**config.mk**
```make
export PLATFORM = sky130hd
export DESIGN_NAME = lut_loader_flat
export DESIGN_NICKNAME = d
export VERILOG_FILES = /design/src/rtl/correction_pkg.sv /design/src/rtl/lut_loader_if.sv /design/src/rtl/lut_lane_packer.sv /design/src/rtl/lut_loader.sv /design/src/flat_wrapper.sv
export SDC_FILE = /design/constraint.sdc
export NUM_CORES = 1
export LEC_CHECK = 0
export CORE_MARGIN = 10
export CORE_UTILIZATION = 38
export DETAILED_ROUTE_END_ITERATION = 12
export GPL_ROUTABILITY_DRIVEN = 0
export GPL_TIMING_DRIVEN = 0
export HOLD_SLACK_MARGIN = 0.06
export PLACE_DENSITY_LB_ADDON = 0.3
export SYNTH_ARGS = -nofsm -noshare
export SYNTH_HDL_FRONTEND = slang
export SYNTH_SLANG_ARGS = --single-unit
```
**constraint.sdc**
```tcl
create_clock -name clk -period 1.5 [get_ports clk]
set_input_delay 0.3 -clock clk [delete_from_list [all_inputs] [get_ports clk]]
set_output_delay 0.3 -clock clk [all_outputs]
set_load 0.02 [all_outputs]
```
**src/rtl/correction_pkg.sv**
```systemverilog
// correction_pkg: constants and types shared by the Correction block and its
// LUT-load stage.
//   LUT_DEPTH   words per LUT (640x512 frame)
//   LUT_WIDTH   width of one distortion-LUT word
//   LANE_WIDTH  width of each SRAM DQ lane
//   ADDR_WIDTH  SRAM write-address width (2^ADDR_WIDTH >= LUT_DEPTH)
//   LANE_*      bit-slice positions of the LUT word inside the DQ lanes
//   lut_state_e loader FSM states
package correction_pkg;

    localparam int LUT_DEPTH  = 327680;
    localparam int LUT_WIDTH  = 20;
    localparam int LANE_WIDTH = 9;
    localparam int ADDR_WIDTH = 19;

    // Word-to-lane mapping; Correction reads the lanes back with the same slices.
    localparam int LANE_A_LSB  = 0;
    localparam int LANE_A_BITS = 9;
    localparam int LANE_B_LSB  = 9;
    localparam int LANE_B_BITS = 9;
    localparam int LANE_C_LSB  = 18;
    localparam int LANE_C_BITS = 2;

    typedef enum logic [1:0] {
        ST_IDLE = 2'd0,
        ST_LOAD = 2'd1,
        ST_DONE = 2'd2
    } lut_state_e;

endpackage

```
**src/rtl/lut_loader_if.sv**
```systemverilog
// lut_loader_if: LUT word stream into the loader.
//   lutIn       LUT word
//   lutInValid  lutIn holds a word
//   lutInReady  sink takes the word this cycle
// Handshake: a word moves on every rising clk edge where lutInValid and
// lutInReady are both high; a source holds lutIn/lutInValid stable until then.
// Modports: master = word source, slave = loader.
interface lut_loader_if;
    import correction_pkg::*;

    logic [LUT_WIDTH-1:0] lutIn;
    logic                 lutInValid;
    logic                 lutInReady;

    modport master (output lutIn, output lutInValid, input lutInReady);
    modport slave  (input lutIn, input lutInValid, output lutInReady);
endinterface

```
**src/rtl/lut_lane_packer.sv**
```systemverilog
// lut_lane_packer: registered splitter of one LUT word into four SRAM lanes.
//   clk, rst   clock, synchronous active-high reset (lanes clear to 0)
//   load_en_i  capture word_i on this edge; otherwise lanes hold
//   word_i     LUT word
//   dq*_o      lane outputs (A = low 9 bits, B = next 9, C = top 2, D = 0)
module lut_lane_packer
    import correction_pkg::*;
(
    input  logic                  clk,
    input  logic                  rst,
    input  logic                  load_en_i,
    input  logic [LUT_WIDTH-1:0]  word_i,
    output logic [LANE_WIDTH-1:0] dqa_o,
    output logic [LANE_WIDTH-1:0] dqb_o,
    output logic [LANE_WIDTH-1:0] dqc_o,
    output logic [LANE_WIDTH-1:0] dqd_o
);

    logic [LANE_WIDTH-1:0] dqa_q, dqb_q, dqc_q;

    always_ff @(posedge clk) begin
        if (rst) begin
            dqa_q <= '0;
            dqb_q <= '0;
            dqc_q <= '0;
        end else if (load_en_i) begin
            dqa_q <= LANE_WIDTH'(word_i[LANE_A_LSB +: LANE_A_BITS]);
            dqb_q <= LANE_WIDTH'(word_i[LANE_B_LSB +: LANE_B_BITS]);
            dqc_q <= LANE_WIDTH'(word_i[LANE_C_LSB +: LANE_C_BITS]);
        end
    end

    assign dqa_o = dqa_q;
    assign dqb_o = dqb_q;
    assign dqc_o = dqc_q;
    assign dqd_o = '0;   // lane D carries no LUT bits

endmodule

```
**src/rtl/lut_loader.sv**
```systemverilog
// lut_loader: writes one full distortion LUT into Correction's SRAM per start.
//   clk, rst        clock, synchronous active-high reset
//   start           begin a load (honoured in IDLE and DONE)
//   abort           back to IDLE next cycle, no further writes; beats start
//   lut_if          LUT word stream (slave side)
//   nW              active-low SRAM write strobe, one cycle after each accept
//   addr            write address, valid while nW=0
//   DQ[a-d]_write   write-data lanes
//   busy            high in LOAD
//   loadDone        high in DONE
//   checksum        sum of written words; live only with LUT_LOADER_CHECKSUM_EN
//   dbgState        current FSM state
// Parameter DEPTH sets words per LUT (defaults to the frame-sized LUT).
// Optional macro: LUT_LOADER_CHECKSUM_EN enables the checksum accumulator.
module lut_loader
    import correction_pkg::*;
#(
    parameter int DEPTH = LUT_DEPTH
) (
    input  logic                  clk,
    input  logic                  rst,
    input  logic                  start,
    input  logic                  abort,
    lut_loader_if.slave           lut_if,
    output logic                  nW,
    output logic [ADDR_WIDTH-1:0] addr,
    output logic [LANE_WIDTH-1:0] DQa_write,
    output logic [LANE_WIDTH-1:0] DQb_write,
    output logic [LANE_WIDTH-1:0] DQc_write,
    output logic [LANE_WIDTH-1:0] DQd_write,
    output logic                  busy,
    output logic                  loadDone,
    output logic [31:0]           checksum,
    output lut_state_e            dbgState
);

    lut_state_e            state_q, state_d;
    logic [ADDR_WIDTH-1:0] count_q, count_d;
    logic [ADDR_WIDTH-1:0] addr_q;
    logic                  nw_q;
    logic                  accept;
    logic                  wr_en;
    logic                  load_start;
    logic                  last_word;

    assign lut_if.lutInReady = (state_q == ST_LOAD);
    assign accept            = lut_if.lutInValid & lut_if.lutInReady;
    // A word accepted in the abort cycle is swallowed, never written.
    assign wr_en             = accept & ~abort;
    assign last_word         = (count_q == ADDR_WIDTH'(DEPTH - 1));

    always_comb begin
        state_d    = state_q;
        count_d    = count_q;
        load_start = 1'b0;
        if (abort) begin
            state_d = ST_IDLE;
        end else begin
            case (state_q)
                ST_IDLE, ST_DONE: begin
                    if (start) begin
                        state_d    = ST_LOAD;
                        count_d    = '0;
                        load_start = 1'b1;
                    end
                end
                ST_LOAD: begin
                    if (accept) begin
                        count_d = count_q + 1'b1;
                        // Leaving LOAD drops ready on this same edge.
                        if (last_word) state_d = ST_DONE;
                    end
                end
                default: state_d = ST_IDLE;
            endcase
        end
    end

    always_ff @(posedge clk) begin
        if (rst) begin
            state_q <= ST_IDLE;
            count_q <= '0;
            addr_q  <= '0;
            nw_q    <= 1'b1;
        end else begin
            state_q <= state_d;
            count_q <= count_d;
            nw_q    <= ~wr_en;
            if (wr_en)           addr_q <= count_q;
            else if (load_start) addr_q <= '0;
        end
    end

    lut_lane_packer u_packer (
        .clk       (clk),
        .rst       (rst),
        .load_en_i (wr_en),
        .word_i    (lut_if.lutIn),
        .dqa_o     (DQa_write),
        .dqb_o     (DQb_write),
        .dqc_o     (DQc_write),
        .dqd_o     (DQd_write)
    );

`ifdef LUT_LOADER_CHECKSUM_EN
    logic [31:0] checksum_q;

    always_ff @(posedge clk) begin
        if (rst)             checksum_q <= '0;
        else if (load_start) checksum_q <= '0;
        else if (wr_en)      checksum_q <= checksum_q + 32'(lut_if.lutIn);
    end

    assign checksum = checksum_q;
`else
    assign checksum = '0;
`endif

    assign nW       = nw_q;
    assign addr     = addr_q;
    assign busy     = (state_q == ST_LOAD);
    assign loadDone = (state_q == ST_DONE);
    assign dbgState = state_q;

endmodule
```
**src/flat_wrapper.sv**
```systemverilog
// flat-port wrapper written by rule: the top's interface ports become plain ports
module lut_loader_flat import correction_pkg::*;
#(
    parameter int DEPTH = LUT_DEPTH
)
  (clk, rst, start, abort, nW, addr, DQa_write, DQb_write, DQc_write, DQd_write, busy, loadDone, checksum, dbgState, lut_if_lutIn, lut_if_lutInValid, lut_if_lutInReady);
  lut_loader_if lut_if_i ();
  input  logic clk;
  input  logic rst;
  input  logic start;
  input  logic abort;
  output logic nW;
  output logic [ADDR_WIDTH-1:0] addr;
  output logic [LANE_WIDTH-1:0] DQa_write;
  output logic [LANE_WIDTH-1:0] DQb_write;
  output logic [LANE_WIDTH-1:0] DQc_write;
  output logic [LANE_WIDTH-1:0] DQd_write;
  output logic busy;
  output logic loadDone;
  output logic [31:0] checksum;
  output lut_state_e dbgState;
  input wire logic [$bits(lut_if_i.lutIn)-1:0] lut_if_lutIn;
  input wire logic [$bits(lut_if_i.lutInValid)-1:0] lut_if_lutInValid;
  output wire logic [$bits(lut_if_i.lutInReady)-1:0] lut_if_lutInReady;
  assign lut_if_i.lutIn = lut_if_lutIn;
  assign lut_if_i.lutInValid = lut_if_lutInValid;
  assign lut_if_lutInReady = lut_if_i.lutInReady;
  lut_loader #(.DEPTH(DEPTH)) u_core (.clk(clk), .rst(rst), .start(start), .abort(abort), .lut_if(lut_if_i), .nW(nW), .addr(addr), .DQa_write(DQa_write), .DQb_write(DQb_write), .DQc_write(DQc_write), .DQd_write(DQd_write), .busy(busy), .loadDone(loadDone), .checksum(checksum), .dbgState(dbgState));
endmodule
```
==> After elaboration in Yosys (flattened, before gate mapping) <==
Index checks and enable logic that the tools add are counted.
W data, S select, Z words.
{ "totals": {"regBits": 61, "in_bits": 25, "wordCells": 37} }
{ "classes": {"n_addsub": 1, "eq_ne": 6, "n_mux": 12, "bitwise_logic": 4, "n_reduce_logical": 7} }
{ "ops": {"columns": ["operator", "n"], "rows": [
  ["$mux W19", 4],
  ["$pmux W19 S2", 1],
  ["$add A19 B1 Y19 const B", 1],
  ["$eq A19 B19 Y1 const B", 1],
  ["$mux W2", 3],
  ["$ne A2 B2 Y1 const B", 3],
  ["$pmux W2 S2", 1],
  ["$reduce_and A4 Y1", 1],
  ["$reduce_bool A2 Y1", 2],
  ["$reduce_or A2 Y1", 2],
  ["$mux W1", 3],
  ["$reduce_and A3 Y1", 1],
  ["$and A1 B1 Y1", 2],
  ["$eq A2 B1 Y1 const B", 1],
  ["$eq A2 B2 Y1 const B", 1],
  ["$logic_not A2 Y1", 1],
  ["$not A1 Y1", 2]
]} }

==> Logic depth before layout (Yosys ltp) <==
{ "depth": {"ltp_word": 6, "mapped_depth": 6, "depth_no_buf": 5} }

==> Modules after synthesis <==
A second synthesis with hierarchy kept.
{ "unflattened": {"cells_unflattened": 280, "hier_area_um2": 2717.6} }
{ "by_module_without_submodules": {"columns": ["module", "n_inst", "cells_each", "area_per_inst_um2", "seq_area_each_um2"], "rows": [
  ["lut_loader", 1, 199, 1888.1, 820.8],
  ["lut_lane_packer", 1, 81, 829.5, 400.4]
]} }

==> Worst setup path after synthesis <==
No wires, ideal clock.
{ "synth_timing": {"path_type": "flip-flop to flip-flop", "from": "reg u_core.state_q[0], in the netlist u_core.dbgState[0]", "to": "reg u_core.count_q[14]", "arrival_time_ns": 1.569, "required_time_ns": 1.430, "slack_ns": -0.139, "stages_incl_launch_ff": 6, "n_path_buf": 1, "path_cell_list": "dfxtp_1 and4bb_1 o2111ai_2 buf_6 or3_1 a21oi_1"} }
{ "synth_between": {"elab_chain_len": 4} }
{ "synth_rtl": {"columns": ["element", "line_no", "text"], "rows": [
  ["from (decl)", "lut_loader.sv:37", "lut_state_e state_q, state_d;"],
  ["from (signal assigned)", "lut_loader.sv:86", "state_q <= state_d;"],
  ["$eq A2 B1 Y1 (tied with other cells)", "lut_loader.sv:46, lut_loader.sv:59", null],
  ["$and A1 B1 Y1 / $reduce_or A2 Y1 (equally long branches)", "lut_loader.sv:47, lut_loader.sv:59", null],
  ["$ne A2 B2 Y1 (no line) / $reduce_bool A2 Y1 (equally long branches)", null, null],
  ["$reduce_and A4 Y1 (no line)", null, null],
  ["to (signal assigned)", "lut_loader.sv:87", "count_q <= count_d;"],
  ["to (decl)", "lut_loader.sv:38", "logic [ADDR_WIDTH-1:0] count_q, count_d;"]
]} }
Parallel ways exist; a longest one is shown, timed or not.
A chain may end at the register's enable or synchronous reset.

==> Worst setup path in the final report <==
{ "layout_timing": {"from": "in abort", "to": "reg u_core.count_q[18]"} }
{ "layout_between": {"elab_chain_len": 2} }
{ "layout_rtl": {"columns": ["element", "line_no", "text"], "rows": [
  ["from (decl)", "flat_wrapper.sv:11", "input logic abort;"],
  ["$not A1 Y1", null, null],
  ["$reduce_and A4 Y1 (no line)", null, null]
]} }
Every way passes these cells.

==> results.yml <==
synthesis:
  yosysTopAreaCell: "dfxtp_1"
  synth.area.mux_share_pct: 0
  avgSynthCellArea_um2: 9.01
  yosysWarnings: 0
  synth-simple-area-share_pct: 17.2
  ys_types: 39
  synth_top_family_by_area: "compound AO/OA/AOI/OAI gates"
  async_flop_share_pct: 0
  synthAdderAreaFrac_pct: 0.466
  synth_area_leaders: "dfxtp_1 (45%), buf_4 (14%), a22o_1 (6.2%)"
  synth_compound_area_share_pct: 17.6
  ys_ff_latch: 61
  synth_cells: 298
  ys_seq_area_share_pct: 45.5
  synth_xor_area_share_pct: 2.28
  synth-edff-count: 0
  synth-main-ff-cell: "dfxtp_1"
  synth_top_cell_area_share_pct: 45.5
  syn-cell-area_um2: 2690
grt:
  antenna_found_initial: 0
  grt_pass1_wl_um: 10800
  overflow: 0
  grt_max_degree: 11
  grt_pass1_vias: 2233
  grt_use_total_pct: 12.1
drt:
  detail_route.first_pass.iterations: 4
  postRouteAntennaNets: 0
  wl_per_cell_um: 12.9
  vias: 2339
  drc: 0
  drtIter0Drc: 58
  wl_um: 6860
  via_per_inst: 4.40
power_and_ir_drop:
  total_power_mw: 3.69
  sw_frac_of_total_pct: 23.1
  power_density_nw_per_um2: 930
  leakagePower_nw: 1.83
  clkPwrFrac_pct: 44.5
  p_int_mw: 2.84
  combPwrFrac_pct: 11.1
  peakVddDrop_uv: 939
  pwr-share-seq_pct: 44.4
  p_sw_mw: 0.852
min_path:
  worstHoldStart: "rst"
  hold-path-endpoint: "u_core.u_packer.dqb_o[8]$_SDFFE_PP0P_"
  hold_depth: 2
  hold_path.class: "input pin to register"
cells_and_area:
  layout_common_cells: "buf_4 (57), dfxtp_1 (54), conb_1 (48), dlygate4sd2_1 (45), nand2_1 (43)"
  area_delta_synth_final_pct: 47.6
  final_common_cell: "buf_4"
  drive_gt1_share_pct: 23.9
  antenna_cells: 0
  fillers: 625
  stdcell_count: 532
  nets: 457
floorplanning:
  core_um2: 6830
  io_pins: 118
  die_area_um2: 10800
  die_h_um: 104
  die_w_um: 104
  start_util_pct: 39.3
  row_count: 30
status:
  status: "finished with violations"
  violations: "setup timing"
timing:
  rsz0062_at_grt: "true"
  finalWorstSetupSlack_ns: -0.0631
  period_needed_ns: 1.56
  slew_viol_final: 0
  finalSetupViolations: 5
  fin_crit_sh_pct: 104
  fmax_mhz: 640
  final-hold-violation-count: 0
  worst_clock_skew_ns: 0.00863
  tns_ns: -0.142
setup_path:
  r2r-end: "u_core.count_q[18]$_SDFFE_PP0P_"
  path_max_fanout: 6
  reg2reg_from: "u_core.dbgState[0]$_SDFFE_PP0P_"
  r2r_slack_ns: -0.06
  crit_type: "input pin to register"
  reg2regPathDepth: 4
  startpoint: "abort"
  critPathLaunchType: "input pin"
  cp-end-kind: "register"
  required_ns: 1.77
  crit_arrival_ns: 1.84
placed_design:
  dp_hpwl_um: 5250
  io_buffer_count: 68
  dp_cells: 509
cts:
  path_clk_slew_ns: 0.07
  root_buffer: "clkbuf_8"
  cts_sinks: 61
  cts_buffer_depth: 2
  clock_latency_ns: 0.34
  htree_levels: 3
  numCtsBuffers: 9
  cts_tree: "yes"
job:
  max_cap_viol_count: 0
cell usage after synthesis, types with 2 or more instances:
cell       count
xor2_1         5
buf_4         49
inv_1          5
and4_1         3
dfxtp_1       61
nand2_1       43
and3_1         2
nand2b_1       4
a22o_1        19
xnor2_1        2
a21oi_1       31
clkbuf_1       7
o211ai_1       3
nor2_1        12
o21ai_0       10
nand4_1        3
buf_2          5
nor3b_1        2
or3_1          9
nand3_1        3
o2111ai_2      2
power by group through the flow:
| stage | clock (mW) | sequential [mW] | combinational (mW) |
|---|---|---|---|
| after global placement | 0 | 1.67 | 0.388 |
| after CTS | 1.67 | 1.64 | 0.396 |
| after detailed placement | 0 | 1.67 | 0.390 |
| after floorplan | 0 | 1.68 | 0.271 |
| final | 1.64 | 1.64 | 0.411 |
| after global routing | 1.76 | 1.64 | 0.443 |
worst max path at each step:
stage | end | cells after the start
floorplan | u_core.count_q[14]$_SDFFE_PP0P_ | 6
global placement | u_core.count_q[17]$_SDFFE_PP0P_ | 5
detailed placement | u_core.count_q[17]$_SDFFE_PP0P_ | 5
CTS | u_core.count_q[18]$_SDFFE_PP0P_ | 4
global route | u_core.count_q[12]$_SDFFE_PP0P_ | 5
finish | u_core.count_q[18]$_SDFFE_PP0P_ | 5
layout make-up:
cell class                 instances  area (um2)  share of cell area, %
multi-input combinational        216        1250                   31.5
sequential                        61        1230                   31.1
timing repair buffer              75         666                   16.8
buffer                            63         455                   11.5
clock buffer                      12         155                   3.91
tap                               96         120                   3.03
clock inverter                     4        70.1                   1.77
inverter                           5        18.8                  0.473
critical path: stages:
cell and delay (ns):
dlygate4sd2_1 0.31, and4bb_4 0.43, o2111ai_4 0.16, or4_1 0.49
a21oi_1 0.14
kinds of logic after synthesis:
logic type | after synthesis
compound gates | 71
xor+xnor | 7
fa+ha+maj | 1
buf+inv | 68
flops | 61
other cells | 1
simple gates | 89
repair_timing:
| action | in CTS | in global routing |
|---|---|---|
| hold buffers | 0 | 0 |
| cloned | 1 | 0 |
| pin swaps | 11 | 6 |
| resized for setup | 69 | 15 |
| endpoints found under the setup margin | 105 | 58 |
| buffers inserted | 6 | 0 |
routing by layer:
metal | track usage, % | part of all wire (%) | wire length, um | vias to the layer above
met2 | 19.1 | 47 | 3220 | 81
met5 | 0 | 0 | 0 | -
met1 | 12.1 | 39 | 2690 | 1049
met4 | 3.48 | 0.82 | 56 | 0
met3 | 9.23 | 13 | 903 | 9
li1 | - | - | - | 1200
state kept, by name, summed over array words and instances (netlist names):
| register | count |
|---|---|
| u_core.u_packer.dqb_o | 9 |
| u_core.u_packer.dqa_o | 9 |
| u_core.nW | 1 |
| u_core.addr | 19 |
| u_core.u_packer.dqc_o | 2 |
| u_core.dbgState | 2 |
| u_core.count_q | 19 |
per-stage QoR:
step / worst slack (ns) / utilization [%] / hold slack (ns) / instance area [um2]
2_1_floorplan: 0.000182 / - / 0.369 / 2870
3_3_place_gp: -0.660 / 53.7 / 0.441 / 3670
4_1_cts: -0.0656 / 57.5 / 0.311 / 3930
3_5_place_dp: -0.695 / 53.7 / 0.449 / 3670
5_1_grt: -0.104 / 58.1 / 0.371 / 3970
6_report: -0.0631 / 58.1 / 0.327 / 3970
No activity file was read; power rests on OpenSTA's default activity.
